===== src/rtl/md_issue.sv =====
// Issue controller between the E stage and the multiply/divide unit.
// Optional MD_FAST_START_EN: launch md_start combinationally in the accept cycle (no ISSUE state).
module md_issue (
    input  logic        clk,
    input  logic        reset,
    input  logic        req_valid,
    input  logic [2:0]  req_op,
    input  logic [31:0] req_a,
    input  logic [31:0] req_b,
    output logic        req_ready,
    output logic        stall,
    input  logic        flush,
    output logic [31:0] rd_data,
    output logic        md_start,
    output logic [2:0]  md_opt,
    output logic [31:0] md_v1,
    output logic [31:0] md_v2,
    input  logic        md_busy,
    input  logic [31:0] md_hi,
    input  logic [31:0] md_lo
);

`ifdef MD_FAST_START_EN
    typedef enum logic {IDLE, WAIT} state_t;
`else
    typedef enum logic [1:0] {IDLE, ISSUE, WAIT} state_t;
`endif

    state_t      state, state_next;
    logic        start_op;
    logic        accept;
    logic        start_acc;
    logic [2:0]  opt_q;
    logic [31:0] v1_q, v2_q;

    assign start_op  = (req_op[2:1] != 2'b11);
    // Accept is held off during reset so nothing is taken while the MD unit is also resetting.
    assign accept    = req_valid & ~flush & ~reset &
                       ((state == IDLE) | ((state == WAIT) & ~md_busy));
    assign start_acc = accept & start_op;

    always_ff @(posedge clk) begin
        if (reset) begin
            state <= IDLE;
        end else begin
            state <= state_next;
        end
    end

    always_comb begin
        state_next = state;
        case (state)
            IDLE: begin
`ifdef MD_FAST_START_EN
                if (start_acc) state_next = WAIT;
`else
                if (start_acc) state_next = ISSUE;
`endif
            end
`ifndef MD_FAST_START_EN
            ISSUE: begin
                state_next = flush ? IDLE : WAIT;
            end
`endif
            WAIT: begin
                if (!md_busy) begin
`ifdef MD_FAST_START_EN
                    state_next = start_acc ? WAIT : IDLE;
`else
                    state_next = start_acc ? ISSUE : IDLE;
`endif
                end
            end
            default: state_next = IDLE;
        endcase
    end

    always_ff @(posedge clk) begin
        if (reset) begin
            opt_q <= '0;
            v1_q  <= '0;
            v2_q  <= '0;
        end else if (start_acc) begin
            opt_q <= req_op;
            v1_q  <= req_a;
            v2_q  <= req_b;
        end
    end

    always_comb begin
        req_ready = accept;
        stall     = req_valid & ~accept;
        rd_data   = '0;
        if (accept && !start_op) begin
            rd_data = req_op[0] ? md_lo : md_hi;
        end
`ifdef MD_FAST_START_EN
        md_start = start_acc;
        md_opt   = start_acc ? req_op : opt_q;
        md_v1    = start_acc ? req_a  : v1_q;
        md_v2    = start_acc ? req_b  : v2_q;
`else
        md_start = (state == ISSUE) & ~flush & ~reset;
        md_opt   = opt_q;
        md_v1    = v1_q;
        md_v2    = v2_q;
`endif
    end

endmodule

===== config.mk =====
export PLATFORM = sky130hd
export DESIGN_NAME = md_issue
export DESIGN_NICKNAME = d
export VERILOG_FILES = /design/src/rtl/md_issue.sv
export SDC_FILE = /design/constraint.sdc
export NUM_CORES = 1
export LEC_CHECK = 0
export CORE_ASPECT_RATIO = 1.75
export CORE_MARGIN = 2
export CORE_UTILIZATION = 37
export DETAILED_ROUTE_END_ITERATION = 16
export PLACE_DENSITY = 0.87
export SETUP_SLACK_MARGIN = 0.1
export SYNTH_ARGS = -nofsm -noshare
export SYNTH_HDL_FRONTEND = slang
export SYNTH_SLANG_ARGS = --single-unit
export TNS_END_PERCENT = 100

===== constraint.sdc =====
create_clock -name clk -period 3.15 [get_ports clk]
set_clock_uncertainty 0.1 [all_clocks]
set_input_delay 0.4725 -clock clk [delete_from_list [all_inputs] [get_ports clk]]
set_output_delay 0.4725 -clock clk [all_outputs]
set_load 0.03 [all_outputs]

# After elaboration in Yosys (flattened, before gate mapping)
# Index checks and enable logic that the tools add are counted.
# word_totals
out_inout_bits	102
regBits	69
# classes
n_eq_ne	5
n_bitwise	13
reduce_logical	4
n_mux	7
# ops
op	count
$mux W32	2
$and A1 B1 Y1	8
$mux W2	3
$ne A2 B2 Y1 const B	3
$pmux W2 S3	1
$not A1 Y1	4
$eq A2 B1 Y1 const B	1
$eq A2 B2 Y1 const B	1
$logic_not A2 Y1	1
$reduce_and A2 Y1	1
$logic_and A1 B1 Y1	1
$logic_not A1 Y1	1
$mux W1	1
$or A1 B1 Y1	1

# Logic depth before layout (Yosys ltp)
# logic_depth
depth_word	8
depth_mapped	6
mapped_depth_nobuf	3

# Worst setup path after synthesis
# Ideal clock, no wire load.
# synth_path
path_kind	in2out
from	input reset
to	output stall
t_required_ps	2577
path_slack_ps	470
cell_stages	5
path_buffers	2
t_arrival_ps	2107
cell_sequence	buf_6 -> or4b_4 -> buf_6 -> a21oi_1 -> nor2b_1
# synth_between
elab_chain_cells	5
# synth_rtl
element	line_no	source
start: declaration	5	input logic reset,
$not A1 Y1	38	assign accept = req_valid & ~flush & ~reset &
$and A1 B1 Y1 (2 in a row)	38	
via req_ready	10	output logic req_ready,
$not A1 Y1	92	stall = req_valid & ~accept;
$and A1 B1 Y1	92	
end: declaration	11	output logic stall,
# The timed path passes the listed nets, and every way through them passes these cells.

# Final worst setup path
# layout_path
from	input req_valid
to	output stall
# layout_between
elab_chain_cells	5
# layout_rtl
element	line_no	source
start: declaration	6	input logic req_valid,
$and A1 B1 Y1 (3 in a row)	38	
$not A1 Y1	92	
$and A1 B1 Y1 (*)	92	
# Every way passes the cells marked *; elsewhere a longest branch is shown, timed or not.

==> metrics.yaml <==
grt_pass1_vias: 3864
clock_latency_ps: 320
gp_congestion: 0.772
ys_ff_latch: 69
cpPeakStageDelay_ps: 590
synthesis.nets: 526
ir_drop_v: 0.000247
drc: 0
grt_pass1_wl_mm: 19.5
grt_setup_unrepaired: "false"
power_density_nw_per_um2: 392
layout_common_cells: "clkdlybuf4s50_1, dfxtp_1, a21oi_1"
num_vias: 3913
post-route-period-util_pct: 91.8
viasPerCell: 5.57
post-route-min-period_ps: 2890
synth_top_area_cell: "dfxtp_1"
coreArea_um2: 8260
crit_type: "in -> out"
clock_path_buffers: 2
crit_slowest_cell: "clkdlybuf4s50_1"
cp_cell_sequence: "clkdlybuf4s50_1, or4b_4, a21oi_1, nor2b_1, clkdlybuf4s50_1"
syn_inst: 390
drt-initial-drc-count: 324
grt.overflow.total: 0
avgRoutedWirePerCell_um: 18.2
io_buffers: 237
grt_use_total_pct: 27.5
start_util_pct: 38.1
die_h_um: 126
cts_tree: "done"
hpwl_mm: 9.54
cts_resized: 0
drive_gt1_share_pct: 10.8
max_cap_viol_count: 0
cts_root_buffer: "clkbuf_16"
ys_async_sr_fraction_pct: 0
tns_ps: 0
worst_path_most_repeated_cell: "clkdlybuf4s50_1"
dieArea_um2: 9290
synth-edff-count: 0
num_rows: 44
hold_path_class: "in -> reg"
postCtsSetupBuffers: 0
hold_viol: 0
synth.distinct_cells: 26
synth_flop_cell: "dfxtp_1"
drv_slew: 0
setup_viol: 0
total_leakage_power_nw: 2.16
tightest_slew_ps: 710
wl_mm: 12.8
seq_area_frac_synth_pct: 43.9
drtPass1Iterations: 5
synth_top_area_share_pct: 43.9
cp.arrival_ps: 2320
nets: 741
antenna_found_initial: 0
cts_sinks: 69
syn-cell-area_um2: 3150
layout_commonest_cell: "clkdlybuf4s50_1"
slew_headroom_pct: 52.7
avgSynthCellArea_um2: 8.07
cts_buffers: 9
path_clk_slew_ps: 50
pin_count: 238
holdBufCountCts: 0
antenna_cells: 0
synthToLayoutAreaGrowth_pct: 86.3
fillers: 657
fmax_mhz: 346
final_antenna_net_count: 0
cp.required_ps: 2580
grt_max_degree: 68
holdWs_ps: 325
synthTopCellsByArea: "dfxtp_1, a21oi_1, nand3_1, mux2i_1, o21ai_0"
synth_warnings: 0
fp.dieW_um: 73.7
critPathMaxFanout: 3
cp-start-kind: "input port"
htree_levels: 3
end_kind: "output port"
status: "finished clean"
[critical path: cells and delay by family]
| family | cells | cell delay [ps] |
|---|---|---|
| buffers and inverters | 2 | 1090 |
| AO/OA/AOI/OAI | 1 | 200 |
| AND/OR/NAND/NOR | 2 | 550 |
[final cells by class]
class                      count  area [um2]  area share, %
timing repair buffer         247        2520           42.9
sequential                    69        1380           23.5
tap                           92         115           1.96
inverter                       1        3.75         0.0640
multi-input combinational    277        1570           26.7
clock inverter                 4        22.5          0.384
clock buffer                  12         256           4.37
[per-layer routing]
metal | global-route usage, % | vias up | routed length (um)
met3 | 6.80 | 30 | 1100
met2 | 47.1 | 253 | 6630
met5 | 0 | - | 0
met1 | 31.0 | 1806 | 4590
met4 | 12.7 | 0 | 475
li1 | - | 1824 | -
[per-stage QoR]
stage          setup WS, ps  cell area, um2  utilization [%]  cells  total power, mW
2_1_floorplan           470            3150                -    390             1.12
4_1_cts                 267            5870             71.0    702             2.32
6_report                260            5870             71.0    702             2.30
3_5_place_dp            279            5590             67.7    686             1.39
5_1_grt                 199            5870             71.0    702             2.39
3_3_place_gp            270            5590             67.7    686             1.38
[power by group]
part / internal [mW] / leakage [nW] / switching, mW
clock network: 0.571 / 0.138 / 0.358
logic: 0.246 / 1.46 / 0.216
registers: 0.898 / 0.559 / 0.0124
total: 1.72 / 2.16 / 0.586
[synthesized netlist by cell type, types with 2 or more instances]
| cell | instances |
|---|---|
| dfxtp_1 | 69 |
| a21oi_1 | 67 |
| nand3_1 | 65 |
| o21ai_0 | 46 |
| nor2_1 | 33 |
| mux2i_1 | 32 |
| clkbuf_1 | 30 |
| o21ai_1 | 19 |
| buf_2 | 7 |
| buf_6 | 4 |
| a31oi_1 | 2 |
| buf_1 | 2 |
[final timing paths]
check / cells after the start / slack, ps / end / startpoint
min reg2reg: 2 / 370 / md_v1[9] / md_v1[9]
max: 5 / 260 / stall / req_valid
min: 2 / 320 / state[1] / reset
max reg2reg: 4 / 1260 / md_v2[7] / state[0]
[sequential cells by signal, indices dropped and copies added (netlist names)]
signal / count
md_opt: 3
md_v2: 32
md_v1: 32
state: 2
[cell families after synthesis]
logic type	Yosys count	share of synthesized area (%)
flops	69	43.9
simple gates	108	17.3
mux	32	10.2
buf+inv	44	6.48
compound gates	137	22.1
No activity file was read; power rests on OpenSTA's default activity.
